--- src/rtl/player_move_controller.sv ---
// Snake-and-ladder move engine: walks the current player's token one square per step tick, applies the jump table, detects the winner.
// Optional macro SIX_EXTRA_TURN_EN: a roll of 6 keeps the same player on turn.
module player_move_controller #(
  parameter int NUM_PLAYERS = 2,
  parameter int BOARD_SIZE  = 100,
  parameter int STEP_DELAY  = 25_000_000
) (
  input  logic                     clock,
  input  logic                     reset,
  input  logic                     dice_valid,
  input  logic [3:0]               dice_value,
  output logic                     busy,
  output logic [1:0]               current_player,
  output logic [7*NUM_PLAYERS-1:0] pos_bus,
  output logic                     move_done,
  output logic [3:0]               winner,
  output logic [2:0]               fsm_state
);

  typedef enum logic [2:0] {IDLE, CHECK, STEP, WAIT, JUMP, NEXT, WON} state_t;

  // STEP itself is the first cycle of every square, so WAIT covers the remaining STEP_DELAY-1.
  localparam int CW = (STEP_DELAY > 2) ? $clog2(STEP_DELAY) : 1;
  localparam logic [CW-1:0] WAIT_LOAD = CW'((STEP_DELAY >= 2) ? STEP_DELAY - 2 : 0);

  state_t        state;
  logic [2:0]    steps;
  logic [2:0]    roll;
  logic [CW-1:0] delay;
  logic [6:0]    cur_pos;
  logic [7:0]    target;
  logic [6:0]    dest;
  logic [1:0]    next_player;

  function automatic logic [6:0] jump_to(input logic [6:0] p);
    case (p)
      7'd4:    jump_to = 7'd14;
      7'd9:    jump_to = 7'd31;
      7'd21:   jump_to = 7'd42;
      7'd28:   jump_to = 7'd84;
      7'd51:   jump_to = 7'd67;
      7'd72:   jump_to = 7'd91;
      7'd80:   jump_to = 7'd99;
      7'd17:   jump_to = 7'd7;
      7'd54:   jump_to = 7'd34;
      7'd62:   jump_to = 7'd19;
      7'd64:   jump_to = 7'd60;
      7'd87:   jump_to = 7'd36;
      7'd93:   jump_to = 7'd73;
      7'd95:   jump_to = 7'd75;
      7'd98:   jump_to = 7'd79;
      default: jump_to = p;
    endcase
  endfunction

  assign cur_pos     = pos_bus[7*current_player +: 7];
  assign target      = {1'b0, cur_pos} + {5'b0, steps};
  assign dest        = jump_to(cur_pos);
  assign next_player = (current_player == 2'(NUM_PLAYERS - 1)) ? 2'd0 : current_player + 2'd1;
  assign busy        = (state != IDLE) && (state != WON);
  assign fsm_state   = state;

  always_ff @(posedge clock or posedge reset) begin
    if (reset) begin
      state          <= IDLE;
      pos_bus        <= '0;
      current_player <= 2'd0;
      winner         <= 4'd0;
      move_done      <= 1'b0;
      steps          <= 3'd0;
      roll           <= 3'd0;
      delay          <= '0;
    end else begin
      move_done <= 1'b0;
      case (state)
        IDLE: begin
          if (dice_valid && dice_value >= 4'd1 && dice_value <= 4'd6) begin
            steps <= dice_value[2:0];
            roll  <= dice_value[2:0];
            state <= CHECK;
          end
        end
        CHECK: begin
          if (target > 8'(BOARD_SIZE)) begin
            move_done <= 1'b1;
            state     <= NEXT;
          end else begin
            state <= STEP;
          end
        end
        STEP: begin
          pos_bus[7*current_player +: 7] <= cur_pos + 7'd1;
          steps <= steps - 3'd1;
          delay <= WAIT_LOAD;
          if (STEP_DELAY > 1)      state <= WAIT;
          else if (steps != 3'd1) state <= STEP;
          else                    state <= JUMP;
        end
        WAIT: begin
          if (delay == '0) state <= (steps != 3'd0) ? STEP : JUMP;
          else             delay <= delay - CW'(1);
        end
        JUMP: begin
          pos_bus[7*current_player +: 7] <= dest;
          move_done <= 1'b1;
          if (dest == 7'(BOARD_SIZE)) begin
            winner <= {2'b00, current_player} + 4'd1;
            state  <= WON;
          end else begin
            state <= NEXT;
          end
        end
        NEXT: begin
`ifdef SIX_EXTRA_TURN_EN
          if (roll != 3'd6) current_player <= next_player;
`else
          current_player <= next_player;
`endif
          state <= IDLE;
        end
        WON: state <= WON;
        default: state <= IDLE;
      endcase
    end
  end

endmodule
--- config.mk ---
export PLATFORM = sky130hd
export DESIGN_NAME = player_move_controller
export DESIGN_NICKNAME = d
export VERILOG_FILES = /design/src/rtl/player_move_controller.sv
export SDC_FILE = /design/constraint.sdc
export NUM_CORES = 1
export LEC_CHECK = 0
export BUFFER_PORTS_ARGS = -buffer_cell sky130_fd_sc_hd__buf_2
export CAP_MARGIN = 20
export CORE_UTILIZATION = 40
export CTS_CLUSTER_SIZE = 14
export DETAILED_ROUTE_END_ITERATION = 10
export PLACE_DENSITY = 0.61
export SYNTH_ARGS = -nofsm -noshare
export SYNTH_HDL_FRONTEND = slang
export SYNTH_SLANG_ARGS = --single-unit
--- constraint.sdc ---
create_clock -name clock -period 3.44 [get_ports clock]
set_input_delay 0.172 -clock clock [delete_from_list [all_inputs] [get_ports clock]]
set_output_delay 0.172 -clock clock [all_outputs]
set_load 0.005 [all_outputs]
==> results by group, run 1 <==
Global route
  • Largest net degree at the start of global routing: 52
  • Gr usage total: 0.1945
  • Antenna violations before repair: 0
  • Vias in the first global route: about 3000
  • Total gr overflow: 0
  • First-pass GRT wire length: ~15 mm

Pwr
  • Worst VDD drop: 0.1328 mV
  • Lkg Pwr: 0.001667 uW
  • Pwr Density: about 230 mW/mm2

STA
  • Final worst-path cycle share: 0.8669
  • Post-route minimum period: slightly below 3 ns
  • Final Hold Viols: 0
  • # setup viols final: 0
  • Final setup TNS: 0 ns
  • Worst rel slew slack: 0.3725
  • Worst slew pin tran: between 0.9 and 1 ns
  • Max Slew Vio Count: 0
  • Fmax: 0.3353 GHz
  • RSZ-0062 raised after global routing: false
  • Worst clock skew: 0.006256 ns
  • Final WS setup: 0.4578 ns

CTS
  • CTS tree: built
  • TritonCTS Buffers: 5
  • CTS Root Cell: clkbuf_8
  • H-tree lvl count: 2
  • Worst skew pair latency: 0.30 ns
  • Clock Sinks: 51
  • Reg clk slew, reported paths: approximately 0.090 ns
  • Max Buffers Root-to-Sink: 2

Floorplanning
  • Initial Util: 0.4109
  • Site Rows: 35
  • # IOs: 32
  • DIE WIDTH: ~99 um
  • Die height: ~99 um
  • Core area: about 0.009 mm2
  • Die area: slightly below 0.01 mm2

Finish
  • # fillers: ~900
  • Share of cells above drive strength 1: 0.1886
  • Final Instance Count excl. Fillers: between 500 and 600
  • Area growth syn-to-layout: 9.348%
  • Ant. Diodes: 0
  • Post-layout util: 0.4494
  • Most common cell after layout, fill and taps aside: dfrtp_1
  • Nets: about 480
  • Commonest non-fill, non-tap cells in the layout: dfrtp_1 (51), nand2_1 (46), nor2_1 (40)

Critical path
  • Worst Setup End Kind: flip-flop
  • Largest delay contributor family on the critical path: compound AO/OA/AOI/OAI gates
  • Worst-path cell chain: buf_4 -> nand2_1 -> a21o_2 -> inv_2 -> ha_1 -> ha_1 -> a21oi_1 -> o21a_1 -> nand2b_4 -> o31ai_2 -> a31oi_1 -> a2bb2oi_2 -> nand3_1 -> o311ai_1
  • Critical path data arrival time: between 3 and 4 ns
  • Number of cells on the critical path: 14
  • Worst Setup EP: fsm_state[2]
  • Worst Setup SP: current_player[0]
  • CP Buf/Inv Count: 2
  • R2r startpoint: current_player[0]
  • Worst reg-to-reg setup slack: 0.46 ns
  • Worst-path fanout max: 18
  • Critical path's slowest cell: dfrtp_1
  • CP peak stage delay: between 0.5 and 0.6 ns
  • Cell mode on critical path: ha_1
  • R2R depth: 14
  • Setup CP Type: reg -> reg
  • Reg-to-Reg End: fsm_state[2]
  • CP required: 3.64 ns
  • CP Launch Type: flip-flop

Route
  • Routed met3 length: between 400 and 500 um
  • WL met2: about 4 mm
  • M1 WL: 4.448 mm
  • DRT antenna net count: 0
  • DR iter-0 viols: 166
  • Drt via density: slightly below 6
  • Routed WL per cell: roughly 16 um
  • First-pass DRT Iterations: 5
  • Drt drc: 0
  • Vias: 3285
  • Post-Route WL: 9.068 mm
  • Top sig layer: met4

Min path
  • Type of the most critical hold path: in -> reg
  • Start point of the worst hold path: dice_value[2]

Status
  • Outcome: complete, no violations

Placement
  • Placed cells: between 500 and 600
  • Final GP Congestion: just over 0.9
  • IO buf count: 30
  • Post-detail-place hpwl: slightly below 7 mm
  • Place WS: between 0.4 and 0.5 ns

Flow run
  • Max_cap viols: 0

Logic synthesis
  • Syn_area_per_cell: between 8 and 9 um2
  • Total of warnings raised by yosys: 0
  • Syn Nets: between 400 and 500
  • Netlist Area Pre-Place: roughly 0.0038 mm2
  • Most used flip-flop cell after synthesis: dfrtp_1
  • Synth cell types: between 70 and 80
  • EDFF count, synth: 0
  • Post-synthesis sequential area ratio: 0.3393
  • Post-synthesis cell count: between 400 and 500
  • Register bit total from synthesis: 51
  • FFs w/ async S/R, synth: 1.000
==> cell families (layout without fill, tap and decap cells) <==
| logic type | after synthesis | after routing | share of synthesized area |
|---|---|---|---|
| buffers and inverters | 31 | 66 | 0.05090 |
| muxes | 10 | 10 | 0.03094 |
| DFF | 51 | 51 | 0.3393 |
| adders and majority gates | 14 | 14 | 0.04657 |
| other | 1 | 1 | 0.0009970 |
| and+or+nand+nor | 195 | 195 | 0.3007 |
| AOI/OAI and AO/OA | 95 | 95 | 0.1747 |
| xor gates and xnor gates | 24 | 24 | 0.05589 |
==> state kept, by name, indices dropped and copies added, names as in the netlist <==
name and flops:
move_done 1, delay 25, fsm_state 3, current_player 2
pos_bus 14, steps 3, winner 3
==> Yosys cell counts, types with 3 or more instances <==
master,count,area (um2)
or3_1,4,25.02
inv_1,13,48.80
nor2_1,40,150.1
xor2_1,12,105.1
or2_2,3,18.77
buf_6,4,45.04
nand3_1,17,85.08
or2_1,3,18.77
or4_1,3,22.52
xnor2_1,12,105.1
mux2i_1,6,60.06
a211oi_1,3,22.52
buf_2,6,30.03
ha_1,14,175.2
nand2_1,46,172.7
nand2b_1,3,18.77
nor3b_1,3,22.52
nor4_1,7,43.79
nor2b_1,5,31.28
nand4_1,8,50.05
a21oi_1,20,100.1
a211o_1,3,26.28
nand3b_1,7,52.55
dfrtp_1,51,1276
nor3_1,21,105.1
o21ai_1,15,75.07
o21ai_0,15,75.07
a22o_1,8,70.07
o31ai_1,3,22.52
==> worst min-delay path by stage <==
stage | end | depth (start not counted)
finish | steps[2] | 3
global route | steps[2] | 3
CTS | delay[3] | 2
detailed placement | winner[1] | 1
global placement | winner[1] | 1
floorplan | steps[2] | 2
==> metrics by stage <==
stage | hold WS, ns | cell area [um2] | total power [uW]
detailed placement | 0.4784 | 3998 | 630.1
floorplan | 0.3597 | 3761 | 622.7
finish | 0.1878 | 4113 | 956.6
global placement | 0.4726 | 3998 | 629.6
CTS | 0.1651 | 4083 | 968.9
global route | 0.2127 | 4113 | 993.9
==> layer usage <==
layer,up-vias,global-route usage
met2,98,0.3088
li1,1605,-
met4,0,0.06200
met1,1567,0.2719
met5,-,0
met3,15,0.02908
==> tightest hold or removal path: cells and delay by family <==
family	cells	cell delay (ns)
AO/OA/AOI/OAI	2	0.18
buffers and inverters	1	0.10
==> cell type report <==
| type | instances | area, um2 | share of cell area |
|---|---|---|---|
| clock inverters | 2 | 12.51 | 0.003042 |
| well taps | 111 | 138.9 | 0.03377 |
| repair buffers | 43 | 262.8 | 0.06389 |
| multi-input cells | 339 | 2293 | 0.5577 |
| inverters | 15 | 56.30 | 0.01369 |
| flip-flops and latches | 51 | 1276 | 0.3103 |
| clock buffers | 6 | 72.57 | 0.01765 |
==> repair_timing <==
action / in CTS / in global routing
buffers inserted: 0 / 0
hold buffers: 0 / 1
endpoints found under the hold margin: 0 / 21
resized for setup: 0 / 0
==> where the power goes <==
| part | internal [uW] | switching [uW] |
|---|---|---|
| clock network | 142 | 194 |
| registers | 599 | 0 |
| logic | 6.77 | 14.8 |
Note: power is estimated with default switching activity, not from simulation.
==> inputs of run 2 (changes only) <==
CTS_CLUSTER_DIAMETER = 200   (was not set)
PLACE_DENSITY = not set   (was 0.61)
==> run 2 against run 1 <==
  * Sequential share of layout area shrank 0.17 points
  * Non-clock buffer count shrank 1
  * Cell area is 0.55% higher
  * Register-to-register slack got worse by 0.14 ns
  * Sequential power is essentially flat
==> results by group, run 2 (same netlist as run 1, synthesis figures left out) <==
Finish
  • Reg with most FFs: delay
  • Nets: approximately 480
  • Ant. Diodes: 0
  • Largest registers: delay: 25 flops, pos_bus: 14 flops
  • Commonest non-fill, non-tap cells in the layout: dfrtp_1 (51), nand2_1 (46), nor2_1 (40)
  • Max reg flops: 25
  • Share of cells above drive strength 1: 0.1890
  • Most common cell after layout, fill and taps aside: dfrtp_1
  • Area growth syn-to-layout: 9.947%

CTS
  • CTS Root Cell: clkbuf_8
  • Post-CTS Resized: 0
  • TritonCTS Buffers: 5
  • Setup Buffers After CTS: 0
  • H-tree lvl count: 2
  • Max Buffers Root-to-Sink: 2
  • CTS tree: built
  • Clock Sinks: roughly 50
  • Worst skew pair latency: about 0.3 ns
  • Reg clk slew, reported paths: ~0.1 ns

Route
  • DRT antenna net count: 0
  • DR iter-0 viols: around 210
  • Vias: between 3000 and 4000
  • Routed WL per cell: about 16 um
  • Drt drc: 0
  • Post-Route WL: between 9 and 10 mm
  • First-pass DRT Iterations: 4
  • Drt via density: 5.845

Global route
  • First-pass GRT wire length: roughly 15 mm
  • Gr usage total: 0.1946
  • Vias in the first global route: between 3000 and 4000
  • Total gr overflow: 0
  • Antenna violations before repair: 0
  • GR met1 Demand/Resource: 0.2845
  • M2 GR Usage: 0.2969
  • Met3 usage: 0.02340
  • Largest net degree at the start of global routing: between 50 and 60
  • Most used routing layer: met2

Placement
  • Post-detail-place hpwl: just under 7 mm
  • Final GP Congestion: 0.9499
  • IO buf count: 30

STA
  • # setup viols final: 0
  • Final worst-path cycle share: 0.9088
  • Final Hold Viols: 0
  • Final setup TNS: 0 ns
  • Worst slew pin tran: 0.9335 ns
  • Post-route minimum period: 3.126 ns
  • Worst clock skew: around 0.011 ns
  • Max Slew Vio Count: 0
  • RSZ-0062 raised after global routing: false
  • Fmax: roughly 0.32 GHz
  • Worst rel slew slack: 0.3711

Floorplanning
  • # IOs: 32
  • Die area: between 0.009 and 0.01 mm2
  • DIE WIDTH: 98.97 um
  • Initial Util: 0.4109
  • Core area: 0.009153 mm2
  • Site Rows: 35
  • Die height: slightly below 100 um

Pwr
  • Worst VDD drop: approximately 0.21 mV
  • Lkg Pwr: ~0.0017 uW
  • Total power: 1054 uW
  • Pwr Density: around 250 mW/mm2

Critical path
  • Worst reg-to-reg setup slack: about 0.31 ns
  • Setup CP Type: reg -> reg
  • Worst Setup End Kind: flip-flop
  • Worst-path fanout max: 12
  • R2R depth: 9
  • Critical path data arrival time: between 3 and 4 ns
  • CP Launch Type: flip-flop
  • Reg-to-Reg End: pos_bus[0]
  • R2r startpoint: current_player[0]
  • CP required: between 3 and 4 ns

Min path
  • Type of the most critical hold path: in -> reg
  • Hold depth: 3
  • Start point of the worst hold path: dice_value[2]
  • End point of the worst hold path: steps[2]

Status
  • Outcome: complete, no violations

Flow run
  • Max_cap viols: 0
## run 2: changes by cell type in the layout (fill, tap and decap cells not counted)
cell       previous run  this run
clkinv_2              1         0
bufinv_16             0         1
buf_4                11        10
inv_6                 0         1
clkbuf_1              1         0
## run 2: worst max-delay path by stage
stage,start,end,cells past startpoint
floorplan,current_player[1],fsm_state[0],13
global placement,current_player[0],pos_bus[6],9
detailed placement,current_player[0],pos_bus[6],9
CTS,current_player[0],pos_bus[6],9
global route,current_player[0],fsm_state[2],11
finish,current_player[0],pos_bus[0],9
## run 2: power breakdown
| group | internal (uW) | switching [uW] |
|---|---|---|
| clock | 219 | 214 |
| combinational | 6.84 | 14.6 |
| sequential | 599 | 0 |
## run 2: per-stage QoR
stage / hold WS, ns / setup slack (ns) / cell area (um2) / utilization / std cells
3_3_place_gp: 0.4632 / 0.3819 / 3990 / 0.4360 / 556
3_5_place_dp: 0.4689 / 0.3540 / 3990 / 0.4360 / 556
4_1_cts: 0.1475 / 0.3568 / 4105 / 0.4485 / 564
6_report: 0.1929 / 0.3137 / 4135 / 0.4518 / 566
2_1_floorplan: 0.3597 / 0.5728 / 3761 / - / 421
5_1_grt: 0.2026 / 0.1651 / 4135 / 0.4518 / 566
## run 2: critical path, cell delays in order, from the launching register on
cell       delay [ns]
dfrtp_1          0.64
buf_4            0.27
mux2i_1          0.24
or2_1            0.47
nor4_4           0.11
nor3_2           0.34
nand4bb_1        0.27
nor3_1           0.33
o31ai_2          0.12
a22o_1           0.21
## run 2: per-layer routing
layer | routed length [um] | share of wire
met5 | 0 | 0
met3 | 428 | 0.047
met1 | 4464 | 0.49
met2 | 3966 | 0.44
met4 | 227 | 0.025
## run 2: cell type report
cell class | instances | area [um2]
tap | 111 | 138.9
fill | 874 | 5017
inverter | 15 | 56.30
multi-input combinational | 339 | 2293
clock inverter | 3 | 46.29
clock buffer | 5 | 68.82
sequential | 51 | 1276
timing repair buffer | 42 | 255.2
## run 2: repair_timing
item	CTS	global route
hold endpoints to repair	0	7
hold buffers	0	1
setup endpoints to repair	0	0
==> inputs of run 3 (changes only) <==
--- a/config.mk
+++ b/config.mk
@@ -6,7 +6,9 @@
 export NUM_CORES = 1
 export LEC_CHECK = 0
+export ABC_AREA = 1
 export BUFFER_PORTS_ARGS = -buffer_cell sky130_fd_sc_hd__buf_2
 export CAP_MARGIN = 20
 export CORE_UTILIZATION = 40
+export CTS_BUF_LIST = sky130_fd_sc_hd__clkbuf_8
 export CTS_CLUSTER_DIAMETER = 200
 export CTS_CLUSTER_SIZE = 14
==> constraint.sdc (replaced) <==
create_clock -name clock -period 3.44 [get_ports clock]
set_input_delay 0.172 -clock clock [delete_from_list [all_inputs] [get_ports clock]]
set_output_delay 0.172 -clock clock [all_outputs]
set_load 0.02 [all_outputs]
==> run 3 against run 2 <==
  * Clock skew down 0.0026 ns
  * Global-route usage up 1.3 points
  * Wire length up 8.9%
  * Critical path depth up 9
  * Sequential share of layout area down 2.0 points
  * Cell area up 7.0%
  * Worst hold slack better by 0.068 ns
  * First-iteration DRC count down 33%
  * Critical path type unchanged
  * Critical endpoint is now fsm_state[1]
  * Highest routed layer unchanged
==> results by group, run 3 <==
Finish
  • Nets: roughly 630
  • FF/Latch Area: between 0.001 and 0.0015 mm2
  • Ant. Diodes: 0
  • Final instance area: 0.004424 mm2
  • Largest registers: delay: 25 flops, pos_bus: 14 flops
  • Commonest non-fill, non-tap cells in the layout: nand2_1 (125), inv_1 (74), nor2_1 (60)
  • Area growth syn-to-layout: 9.984%
  • Max reg flops: 25
  • # fillers: roughly 1000
  • Most common cell after layout, fill and taps aside: nand2_1
  • Multi-input gate area: 0.002372 mm2
  • Share of cells above drive strength 1: 0.1967
  • Post-layout util: 0.4526
  • Reg with most FFs: delay

Global route
  • Vias in the first global route: roughly 3600
  • Largest net degree at the start of global routing: 52
  • Gr usage total: 0.2079
  • Antenna violations before repair: 0
  • Total gr overflow: 0
  • First-pass GRT wire length: between 15 and 20 mm

Floorplanning
  • # IOs: 32
  • Initial Util: 0.4115
  • Core area: ~0.0098 mm2
  • DIE WIDTH: just over 100 um
  • Die area: 0.01046 mm2
  • Site Rows: 36
  • Die height: 102.3 um

Min path
  • Start point of the worst hold path: dice_value[0]
  • Hold depth: 5
  • Type of the most critical hold path: in -> reg
  • End point of the worst hold path: steps[0]

Placement
  • IO buf count: 30
  • Final GP Congestion: around 0.87
  • Post-detail-place hpwl: slightly below 8 mm
  • Post-placement cell area: roughly 0.0043 mm2
  • Place WS: between 0.6 and 0.7 ns

Critical path
  • CP required: 3.70 ns
  • Worst reg-to-reg setup slack: between 0.6 and 0.7 ns
  • Critical path data arrival time: about 3.1 ns
  • Worst Setup End Kind: flip-flop
  • Reg-to-Reg End: fsm_state[1]
  • R2r startpoint: current_player[0]
  • Worst-path fanout max: 14
  • Setup CP Type: reg -> reg
  • Worst Setup SP: current_player[0]
  • R2R depth: 18
  • CP Launch Type: flip-flop

STA
  • Worst slew pin tran: 0.5397 ns
  • Worst rel slew slack: 0.6374
  • Final Hold Viols: 0
  • Final hold slack: approximately 0.26 ns
  • RSZ-0062 raised after global routing: false
  • Final WS setup: 0.6495 ns
  • # setup viols final: 0
  • Final worst-path cycle share: 0.8112
  • Post-route minimum period: 2.791 ns
  • Final setup TNS: 0 ns
  • Worst clock skew: between 0.008 and 0.009 ns
  • Fmax: roughly 0.36 GHz
  • Max Slew Vio Count: 0

Route
  • Drt via density: ~5
  • M1 WL: ~4.6 mm
  • Routed WL per cell: 13.41 um
  • DRT antenna net count: 0
  • Top sig layer: met4
  • Vias: between 3000 and 4000
  • WL met2: between 4 and 5 mm
  • Drt drc: 0
  • Routed met3 length: around 320 um
  • Post-Route WL: a little under 10 mm
  • First-pass DRT Iterations: 4
  • DR iter-0 viols: roughly 140

Logic synthesis
  • Most used flip-flop cell after synthesis: dfrtp_1
  • Syn_area_per_cell: 7.070 um2
  • Synth top area share: 0.3173
  • Netlist Area Pre-Place: a little over 0.004 mm2
  • Synth top area cells: dfrtp_1 (32%), nand2_1 (12%), inv_1 (6.9%)
  • Count leader, synth: nand2_1
  • Post-synthesis sequential area ratio: 0.3173
  • FFs w/ async S/R, synth: 1.000
  • Syn Nets: 590
  • EDFF count, synth: 0
  • Register bit total from synthesis: approximately 50
  • Synth area leader: dfrtp_1
  • Synth cell count leaders: nand2_1 (125), inv_1 (74), nor2_1 (60), dfrtp_1 (51), nand3_1 (50)
  • Synth cell types: 41
  • Total of warnings raised by yosys: 0
  • Post-synthesis cell count: 569

Flow run
  • Max_cap viols: 0

CTS
  • Post-CTS Resized: 0
  • Worst skew pair latency: just over 0.3 ns
  • TritonCTS Buffers: 5
  • Clock Sinks: 51
  • CTS tree: built
  • H-tree lvl count: 2
  • Max Buffers Root-to-Sink: 2
  • CTS Root Cell: clkbuf_8
  • Reg clk slew, reported paths: approximately 0.10 ns
  • Setup Buffers After CTS: 0

Pwr
  • Comb pwr share: 0.025
  • Net Sw Frac: 0.2361
  • Sequential power share: 0.613
  • Lkg Pwr: around 0.0022 uW
  • Worst VDD drop: between 0.1 and 0.15 mV
  • P_sw: 230.6 uW
  • Internal: ~750 uW
  • Pwr Density: approximately 220 mW/mm2
  • Clk pwr share: 0.362

Status
  • Outcome: complete, no violations
[run 3: changes by cell type in the layout (fill, tap and decap cells not counted), sizes merged, moves of 10 or more]
cell and delta:
o21ai +21, inv +65, nor2 +40, nor4 -10, xnor2 -10, xor2 -11
nand3 +40, nand2 +116, nor3 -13
[run 3: routing by layer]
layer  vias to the layer above  track usage
met4                         0      0.04396
li1                       1900            -
met3                         9      0.03830
met1                      1712       0.2629
met5                         -            0
met2                        60       0.3686
[run 3: power by group through the flow]
stage	Combinational [uW]	Sequential, uW	Clock (uW)
floorplan	13.3	611	0
global placement	21.3	611	0
detailed placement	21.5	611	0
CTS	21.7	599	361
global route	28.6	599	383
finish	24.4	599	353
[run 3: worst max-delay path, cell delays in order, from the launching register on]
cell and delay, ns:
dfrtp_1 0.40, inv_2 0.28, nand2_2 0.11, nand3_4 0.11
inv_1 0.11, ha_1 0.25, nand4_2 0.14, nor2_1 0.08
nor2_2 0.20, nand2_2 0.13, nor2_8 0.14, nand3_1 0.09
nand2_1 0.11, nand2_1 0.10, nor2_4 0.12, nand3_4 0.14
nand3_1 0.10, nand2_1 0.06, nand2_1 0.06
[run 3: kinds of logic (layout without fill, tap and decap cells)]
logic type | count (synthesis) | in the layout | share of synthesized area
buffers and inverters | 90 | 126 | 0.09300
XOR/XNOR | 3 | 3 | 0.006533
other | 1 | 1 | 0.0009322
flip-flops | 51 | 51 | 0.3173
AO/OA/AOI/OAI | 84 | 84 | 0.1126
adder cells (fa/ha/maj) | 14 | 14 | 0.04355
AND/OR/NAND/NOR | 326 | 326 | 0.4261
[run 3: worst max-delay path by stage]
stage	end	slack, ns	cells after the start
2_1_floorplan	fsm_state[0]	0.88	20
3_5_place_dp	fsm_state[1]	0.68	18
6_report	fsm_state[1]	0.65	18
3_3_place_gp	fsm_state[1]	0.72	18
4_1_cts	fsm_state[1]	0.65	18
5_1_grt	fsm_state[1]	0.37	22
[run 3: cell type report]
cell class | instances | share of cell area
Clock inverter | 3 | 0.003676
Timing Repair Buffer | 36 | 0.04751
Multi-Input combinational cell | 428 | 0.5362
Clock buffer | 5 | 0.01555
Inverter | 82 | 0.07098
Sequential cell | 51 | 0.2885
Tap cell | 133 | 0.03761
[run 3: what timing repair did]
action | 4_1_cts | 5_1_grt
setup endpoints to repair | 0 | 0
hold buffers | 0 | 1
endpoints found under the hold margin | 0 | 12
[run 3: per-stage QoR]
step	total power (uW)	std cells
after floorplan	624.2	569
after global placement	632.2	728
after detailed placement	632.3	728
after CTS	982.1	736
after global routing	1011	738
final	976.7	738
